**src/rtl/vsdma_wr_ctrl.sv**
```systemverilog
// Line-oriented write controller: drains a FWFT line FIFO into vsdma write
// requests, one request per video line, rotating across NUM_FRAMES buffers.
module vsdma_wr_ctrl #(
  parameter int unsigned            ADDR_WIDTH  = 28,
  parameter int unsigned            DATA_WIDTH  = 256,
  parameter int unsigned            H_BEATS     = 80,
  parameter int unsigned            V_LINES     = 720,
  parameter int unsigned            LINE_STRIDE = 640,
  parameter logic [ADDR_WIDTH-1:0]  BASE_ADDR   = '0,
  parameter logic [ADDR_WIDTH-1:0]  FRAME_SIZE  = 28'h0080000,
  parameter int unsigned            NUM_FRAMES  = 3
) (
  input  logic                   M_AXI_ACLK,
  input  logic                   M_AXI_ARESETN,
  input  logic                   vs_frame_start,
  input  logic [DATA_WIDTH-1:0]  fifo_rdata,
  input  logic [15:0]            fifo_rd_cnt,
  output logic                   fifo_rden,
  output logic [ADDR_WIDTH-1:0]  vsdma_waddr,
  output logic                   vsdma_wareq,
  output logic [15:0]            vsdma_wsize,
  input  logic                   vsdma_wbusy,
  output logic [DATA_WIDTH-1:0]  vsdma_wdata,
  input  logic                   vsdma_wvalid,
  output logic                   vsdma_wready,
  output logic [1:0]             wr_frame_idx,
  output logic                   frame_done,
  output logic                   frame_overrun
);

  localparam int unsigned BEAT_W = $clog2(H_BEATS + 1);
  localparam int unsigned LINE_W = $clog2(V_LINES + 1);
  localparam logic [BEAT_W-1:0] BEAT_LAST = BEAT_W'(H_BEATS - 1);
  localparam logic [LINE_W-1:0] LINE_LAST = LINE_W'(V_LINES - 1);
  localparam logic [1:0]        IDX_LAST  = 2'(NUM_FRAMES - 1);

  typedef enum logic [2:0] {
    S_IDLE,
    S_WAIT_LINE,
    S_REQ,
    S_XFER,
    S_FRAME_END
  } state_e;

  state_e                  state_q, state_d;
  logic                    wareq_q, wareq_d;
  logic                    wready_q, wready_d;
  logic [ADDR_WIDTH-1:0]   waddr_q, waddr_d;
  logic [1:0]              frame_idx_q, frame_idx_d;
  logic [LINE_W-1:0]       line_cnt_q, line_cnt_d;
  logic [BEAT_W-1:0]       beat_cnt_q, beat_cnt_d;
  logic                    frame_done_q, frame_done_d;
  logic                    overrun_q, overrun_d;
  logic [ADDR_WIDTH-1:0]   frame_base;

  always_comb begin
    frame_base   = BASE_ADDR + ADDR_WIDTH'(frame_idx_q) * FRAME_SIZE;
    state_d      = state_q;
    wareq_d      = wareq_q;
    wready_d     = wready_q;
    waddr_d      = waddr_q;
    frame_idx_d  = frame_idx_q;
    line_cnt_d   = line_cnt_q;
    beat_cnt_d   = beat_cnt_q;
    frame_done_d = 1'b0;
    overrun_d    = overrun_q;

    if (vs_frame_start && (state_q != S_IDLE)) begin
      overrun_d = 1'b1;
    end

    case (state_q)
      S_IDLE: begin
        if (vs_frame_start) begin
          line_cnt_d = '0;
          waddr_d    = frame_base;
          state_d    = S_WAIT_LINE;
        end
      end
      S_WAIT_LINE: begin
        if ((fifo_rd_cnt >= 16'(H_BEATS)) && !vsdma_wbusy) begin
          wareq_d = 1'b1;
          state_d = S_REQ;
        end
      end
      S_REQ: begin
        if (vsdma_wbusy) begin
          wareq_d  = 1'b0;
          wready_d = 1'b1;
          state_d  = S_XFER;
        end
      end
      S_XFER: begin
        if (vsdma_wvalid) begin
          if (beat_cnt_q == BEAT_LAST) begin
            beat_cnt_d = '0;
            line_cnt_d = line_cnt_q + 1'b1;
            waddr_d    = waddr_q + ADDR_WIDTH'(LINE_STRIDE);
            wready_d   = 1'b0;
            if (line_cnt_q == LINE_LAST) begin
              // frame_done is registered on entry so it is high exactly while in FRAME_END
              frame_done_d = 1'b1;
              state_d      = S_FRAME_END;
            end else begin
              state_d = S_WAIT_LINE;
            end
          end else begin
            beat_cnt_d = beat_cnt_q + 1'b1;
          end
        end
      end
      S_FRAME_END: begin
        frame_idx_d = (frame_idx_q == IDX_LAST) ? 2'd0 : frame_idx_q + 2'd1;
        state_d     = S_IDLE;
      end
      default: begin
        state_d = S_IDLE;
      end
    endcase
  end

  always_ff @(posedge M_AXI_ACLK or negedge M_AXI_ARESETN) begin
    if (!M_AXI_ARESETN) begin
      state_q      <= S_IDLE;
      wareq_q      <= 1'b0;
      wready_q     <= 1'b0;
      waddr_q      <= BASE_ADDR;
      frame_idx_q  <= '0;
      line_cnt_q   <= '0;
      beat_cnt_q   <= '0;
      frame_done_q <= 1'b0;
      overrun_q    <= 1'b0;
    end else begin
      state_q      <= state_d;
      wareq_q      <= wareq_d;
      wready_q     <= wready_d;
      waddr_q      <= waddr_d;
      frame_idx_q  <= frame_idx_d;
      line_cnt_q   <= line_cnt_d;
      beat_cnt_q   <= beat_cnt_d;
      frame_done_q <= frame_done_d;
      overrun_q    <= overrun_d;
    end
  end

  assign fifo_rden     = vsdma_wvalid;
  assign vsdma_wdata   = fifo_rdata;
  assign vsdma_wsize   = 16'(H_BEATS);
  assign vsdma_waddr   = waddr_q;
  assign vsdma_wareq   = wareq_q;
  assign vsdma_wready  = wready_q;
  assign wr_frame_idx  = frame_idx_q;
  assign frame_done    = frame_done_q;
  assign frame_overrun = overrun_q;

endmodule

```
**config.mk**
```make
export PLATFORM = sky130hd
export DESIGN_NAME = vsdma_wr_ctrl
export DESIGN_NICKNAME = d
export VERILOG_FILES = /design/src/rtl/vsdma_wr_ctrl.sv
export SDC_FILE = /design/constraint.sdc
export NUM_CORES = 1
export LEC_CHECK = 0
export CAP_MARGIN = 20
export CORE_AREA = 2 2 228 230
export DETAILED_ROUTE_END_ITERATION = 6
export DIE_AREA = 0 0 230 232
export GPL_ROUTABILITY_DRIVEN = 0
export RECOVER_POWER = 100
export SYNTH_ARGS = -nofsm -noshare
export SYNTH_HDL_FRONTEND = slang
export SYNTH_SLANG_ARGS = --single-unit
```
**constraint.sdc**
```tcl
create_clock -name M_AXI_ACLK -period 1.59 [get_ports M_AXI_ACLK]
set_input_delay 0.318 -clock M_AXI_ACLK [delete_from_list [all_inputs] [get_ports M_AXI_ACLK]]
set_output_delay 0.318 -clock M_AXI_ACLK [all_outputs]
set_load 0.01 [all_outputs]
```
Yosys cells after proc, flatten, opt, wreduce, memory -nomap -nowiden
Cells that the tools add are included.
{ "totals": {"out_inout_bits": 307, "inputBits": 277, "ff_bits": 54} }
{ "classes": {"n_lt_le_gt_ge": 1, "n_eq_ne": 12, "add_sub_neg": 4, "reduce_logical": 13, "mux": 28} }
{ "op_table": {"columns": ["op", "n"], "rows": [
  ["28-bit two-way mux", 3],
  ["28-bit case mux with 2 select lines", 1],
  ["10-bit two-way mux", 3],
  ["28-bit by 10-bit adder with 28-bit output (second input constant)", 1],
  ["10-bit case mux with 2 select lines", 1],
  ["3-bit two-way mux", 6],
  ["16-bit by 7-bit greater-or-equal comparator with 1-bit output (second input constant)", 1],
  ["3-bit case mux with 4 select lines", 1],
  ["10-bit by 1-bit adder with 10-bit output (second input constant)", 1],
  ["10-bit == test (second input constant)", 1],
  ["2-bit inequality test (second input constant)", 5],
  ["1-bit two-way mux", 9],
  ["4-bit AND reduction", 2],
  ["7-bit by 1-bit adder with 7-bit output (second input constant)", 1],
  ["7-bit == test (second input constant)", 1],
  ["7-bit two-way mux", 1],
  ["3-bit by 2-bit == test with 1-bit output (second input constant)", 2],
  ["2-bit nonzero test", 3],
  ["5-bit AND reduction", 1],
  ["1-bit case mux with 2 select lines", 2],
  ["3-bit by 1-bit == test with 1-bit output (second input constant)", 1],
  ["3-bit == test (second input constant)", 1],
  ["3-bit logical NOT", 1],
  ["3-bit AND reduction", 1],
  ["other kinds (7)", 8]
]} }

Logic depth before layout (Yosys ltp)
{ "depth": {"ltp_word": 5, "ltp_mapped": 8, "depth_no_buf": 5} }

Worst setup path before layout
OpenSTA, ideal clock, no wires.
{ "synth_timing": {"kind": "reg2reg", "startpoint": "register beat_cnt_q[0]", "endpoint": "register waddr_q[20] (netlist: vsdma_waddr[20])", "setup_time_ns": 0.127, "arrival_ns": 1.636, "setup_slack_ns": -0.172, "path_stages_with_launch": 8, "t_required_ns": 1.463, "path_buffers": 2, "period_less_slack_ns": 1.762, "path_cell_list": "dfrtp_1 > ha_1 > and3_1 > buf_2 > a31oi_4 > buf_2 > a21oi_1 > o2bb2a_1"} }
{ "synth_via": {"elab_chain_len": 3} }
{ "synth_lines": {"columns": ["item", "line", "text"], "rows": [
  ["start, declared", "51", "logic [BEAT_W-1:0] beat_cnt_q, beat_cnt_d;"],
  ["start signal, assigned", "140", "beat_cnt_q <= beat_cnt_d;"],
  ["7-bit == test", "95", "if (beat_cnt_q == BEAT_LAST) begin"],
  ["2-bit inequality test (no line)", null, null],
  ["4-bit AND reduction (no line)", null, null],
  ["end signal, assigned", "137", "waddr_q <= waddr_d;"],
  ["end, declared", "48", "logic [ADDR_WIDTH-1:0] waddr_q, waddr_d;"]
]} }
No other way between the ends.
A chain may end at the register's enable or synchronous reset.

Final worst setup path
{ "layout_timing": {"startpoint": "register state_q[2]", "endpoint": "register waddr_q[13] (netlist: vsdma_waddr[13])"} }
{ "layout_via": {"elab_chain_len": 3, "elab_cells_between_ends": 8, "classes_between": "eq/ne: 4; mux: 1; reduce/logical: 3"} }
{ "layout_lines": {"columns": ["item", "line", "text"], "rows": [
  ["start, declared", "45", "state_e state_q, state_d;"],
  ["start signal, assigned", "134", "state_q <= state_d;"],
  ["3-bit by 2-bit == test with 1-bit output / 3-bit logical NOT (equally long branches)", "72", "case (state_q)"],
  ["2-bit inequality test (no line) / 2-bit nonzero test (equally long branches)", null, null],
  ["4-bit AND reduction (no line)", null, null]
]} }
Several ways; a longest one is shown, not always the timed one.

==> impl_results.md <==
- Vias per Instance: around 2.8
- Pleak: between 1.5 and 2 nW
- DIE AREA: around 0.053 mm²
- Post-synthesis average cell area: approximately 8.4 µm²
- Post-synth ARST share: 100%
- Yosys cell types: 56
- Initial antenna violation count: 0
- Fmax: roughly 0.57 GHz
- Top_reg_cell synth: dfrtp_1
- Area grow syn2layout: 2.20%
- Tot Pwr: about 4.2 mW
- Placed instance count: around 1100
- Worst skew pair latency: 0.30 ns
- Post-synthesis sequential element count: 47
- Crit-path cells: and4b_2 -> a31oi_4 -> bufbuf_16 -> or3_1 -> a21oi_1
- Post-synth EDFFs: 0
- Setup Skew: around 0.013 ns
- Starting Density: a little under a tenth
- Crit end category: flop
- Post-layout minimum cycle time: roughly 1.8 ns
- CP max-delay cell: dfrtp_2
- Fin crit share: 111%
- Violated checks: setup timing
- Non-Filler Instances: approximately 1100
- First drt pass iteration count: 6
- Post-Syn Area: 0.00471 mm²
- Final WS setup: -0.178 ns
- Top Ports: slightly below 600
- First-pass GRT wire length: between 20000 and 25000 µm
- CTS Hold Bufs: 0
- HP Class: primary input to asynchronous set/reset pin
- Peak VDD IR: a little under 0.6 mV
- CTS Sinks: 47
- Data arrival, critical path: ~2.0 ns
- Crit path kind: flop to flop
- GRT Overall Usage: between 5 and 6%
- Filler cell count: 5964
- Worst setup SP type: flop
- IO Port Bufs: 44
- Post-DP HPWL: approximately 11000 µm
- Max H-tree Level: 2
- Cells after Synth: approximately 560
- Most frequent cells in the layout: buf_4 (46), dfrtp_1 (41), nand2_1 (35), dlygate4sd2_1 (34), conb_1 (23)
- Actual slew at the worst max-slew pin: ~1.1 ns
- Max-Cap Viols: 0
- Die height: 232 µm
- Top cells by area, synth: buf_4 (45%), dfrtp_1 (25%), a21oi_1 (3.2%), nand2_1 (2.8%), o21ai_0 (1.7%)
- RSZ-0062 raised after global routing: true
- YS warnings: 0
- CP max FO: 8
- Rows: 83
- CTS tree: done
- CP Data Required Time: approximately 1.8 ns
- Final Max Slew Viols: 0
- DRC violations left: 0
- Largest net degree at the start of global routing: 21
- Number of global-route vias before repair: approximately 3000
- Nets: about 690
- Final hold vios: 0
- Antenna Violating Nets Remaining: 0
- Pwr dens: between 800 and 900 mW/mm²
- Status: finished with violations
- Die X: 230 µm
- Share of cells above drive strength 1: between 20 and 30%
- DRT Wirelength: 14800 µm
- Wire per inst: between 10 and 15 µm
- Synth top area share: 45.1%
- Initial DRC Count: 235
- Rel. slew slack: just under 30%
- Final setup fails: 29
- Clock buffer count from CTS: 5
- Cell family with most CP delay: simple AND/OR/NAND/NOR gates
- Sequential-to-total area share from yosys stat: 25.0%
- Clock slew at reported path FFs: about 0.070 ns
- Clock Tree Buf Depth: 2
- Core footprint: 0.0509 mm²
- GRT Residual Overflow: 0
- Ant diodes: 0
- Largest stage delay, worst path: between 0.4 and 0.5 ns
- Crit path buffers/inverters: 1
- CTS Root Cell: clkbuf_16
- Biggest area consumer among synthesized cells: buf_4
- Commonest non-fill, non-tap cell in the layout: buf_4
- Vias: between 3000 and 4000
==> layer usage <==
layer / part of all wire, % / track usage [%] / vias to the layer above
met5: 0 / 0 / -
met4: 8.5 / 4.92 / 0
met3: 14 / 3.22 / 126
met1: 34 / 5.07 / 1393
li1: - / - / 1289
met2: 44 / 7.64 / 287
==> final cells by class <==
cell class	instances	area, µm²	area share (%)
Multi-Input combinational cell	238	1640	34.0
Tap cell	680	851	17.7
Sequential cell	47	1180	24.6
Clock inverter	3	43.8	0.910
Timing Repair Buffer	115	961	20.0
Inverter	4	15.0	0.312
Clock buffer	5	125	2.60
==> repair_timing <==
action	in CTS	in global routing
setup buffers	7	7
resized for setup	60	32
endpoints found under the hold margin	0	0
pin swaps	16	9
cloned	3	0
setup endpoints to repair	61	35
==> flip-flops by register name, summed over array words and instances, names as in the netlist <==
signal         flops
vsdma_waddr       21
line_cnt_q        10
beat_cnt_q         7
state_q            3
wr_frame_idx       2
frame_done         1
frame_overrun      1
vsdma_wareq        1
vsdma_wready       1
==> cell usage after synthesis, types with 2 or more instances <==
library cell,number
nor3_1,4
and4_1,4
or4_1,9
o21ai_0,16
a21oi_1,30
clkbuf_1,2
or3_1,10
mux2i_1,5
nor2_1,14
conb_1,2
nand4_1,9
and3_1,5
and2_1,3
o31ai_1,8
buf_4,283
ha_1,3
nor3b_1,2
buf_2,6
a31o_1,2
nor2b_1,2
o211ai_1,2
buf_1,2
dfrtp_1,47
a21o_1,2
o22ai_1,2
nand3_1,10
inv_1,4
a22o_1,2
nand2_1,35
o21ai_1,4
nor4_1,2
nand2b_1,6
==> kinds of logic after synthesis <==
family / Yosys count / share of synthesized area (%)
other cells: 2 / 0.159
compound gates: 79 / 10.8
mux: 6 / 1.30
flops: 47 / 25.0
fa+ha+maj: 3 / 0.797
xor+xnor: 2 / 0.372
buf+inv: 297 / 46.4
simple gates: 125 / 15.2
==> power by group <==
group	leakage (nW)	total [mW]	switching, mW	internal [mW]
clock	0.0838	1.24	0.492	0.743
combinational	1.23	1.43	0.740	0.689
sequential	0.591	1.57	0.189	1.38
==> stage by stage <==
stage               setup TNS [ns]  instance area, µm²  util, %  setup WS, ns  hold WS (ns)
global route                 -5.94                4810     9.46        -0.267         0.280
global placement            -17.02                4400     8.64        -0.671         0.330
CTS                          -4.11                4740     9.32        -0.197       0.00999
floorplan                   -0.527                4860        -       -0.0694        0.0224
detailed placement          -17.75                4400     8.64        -0.661         0.330
finish                       -3.46                4810     9.46        -0.178         0.195
==> final timing paths <==
check                                                from  slack (ns)  cells after the start                     endpoint
worst max-delay path               state_q[2]$_DFFE_PN0P_       -0.18                      5  vsdma_waddr[13]$_DFFE_PN0P_
worst min-delay path                        M_AXI_ARESETN        0.20                      1    beat_cnt_q[0]$_DFFE_PN0P_
worst max register to register     state_q[2]$_DFFE_PN0P_       -0.18                      5  vsdma_waddr[13]$_DFFE_PN0P_
worst min register to register  frame_overrun$_DFFE_PN0P_        0.47                      1    frame_overrun$_DFFE_PN0P_
max in group asynchronous                   M_AXI_ARESETN        0.31                      2  vsdma_waddr[16]$_DFFE_PN0P_
min in group M_AXI_ACLK         frame_overrun$_DFFE_PN0P_        0.47                      1    frame_overrun$_DFFE_PN0P_
Power figures use the tool's default switching activity.
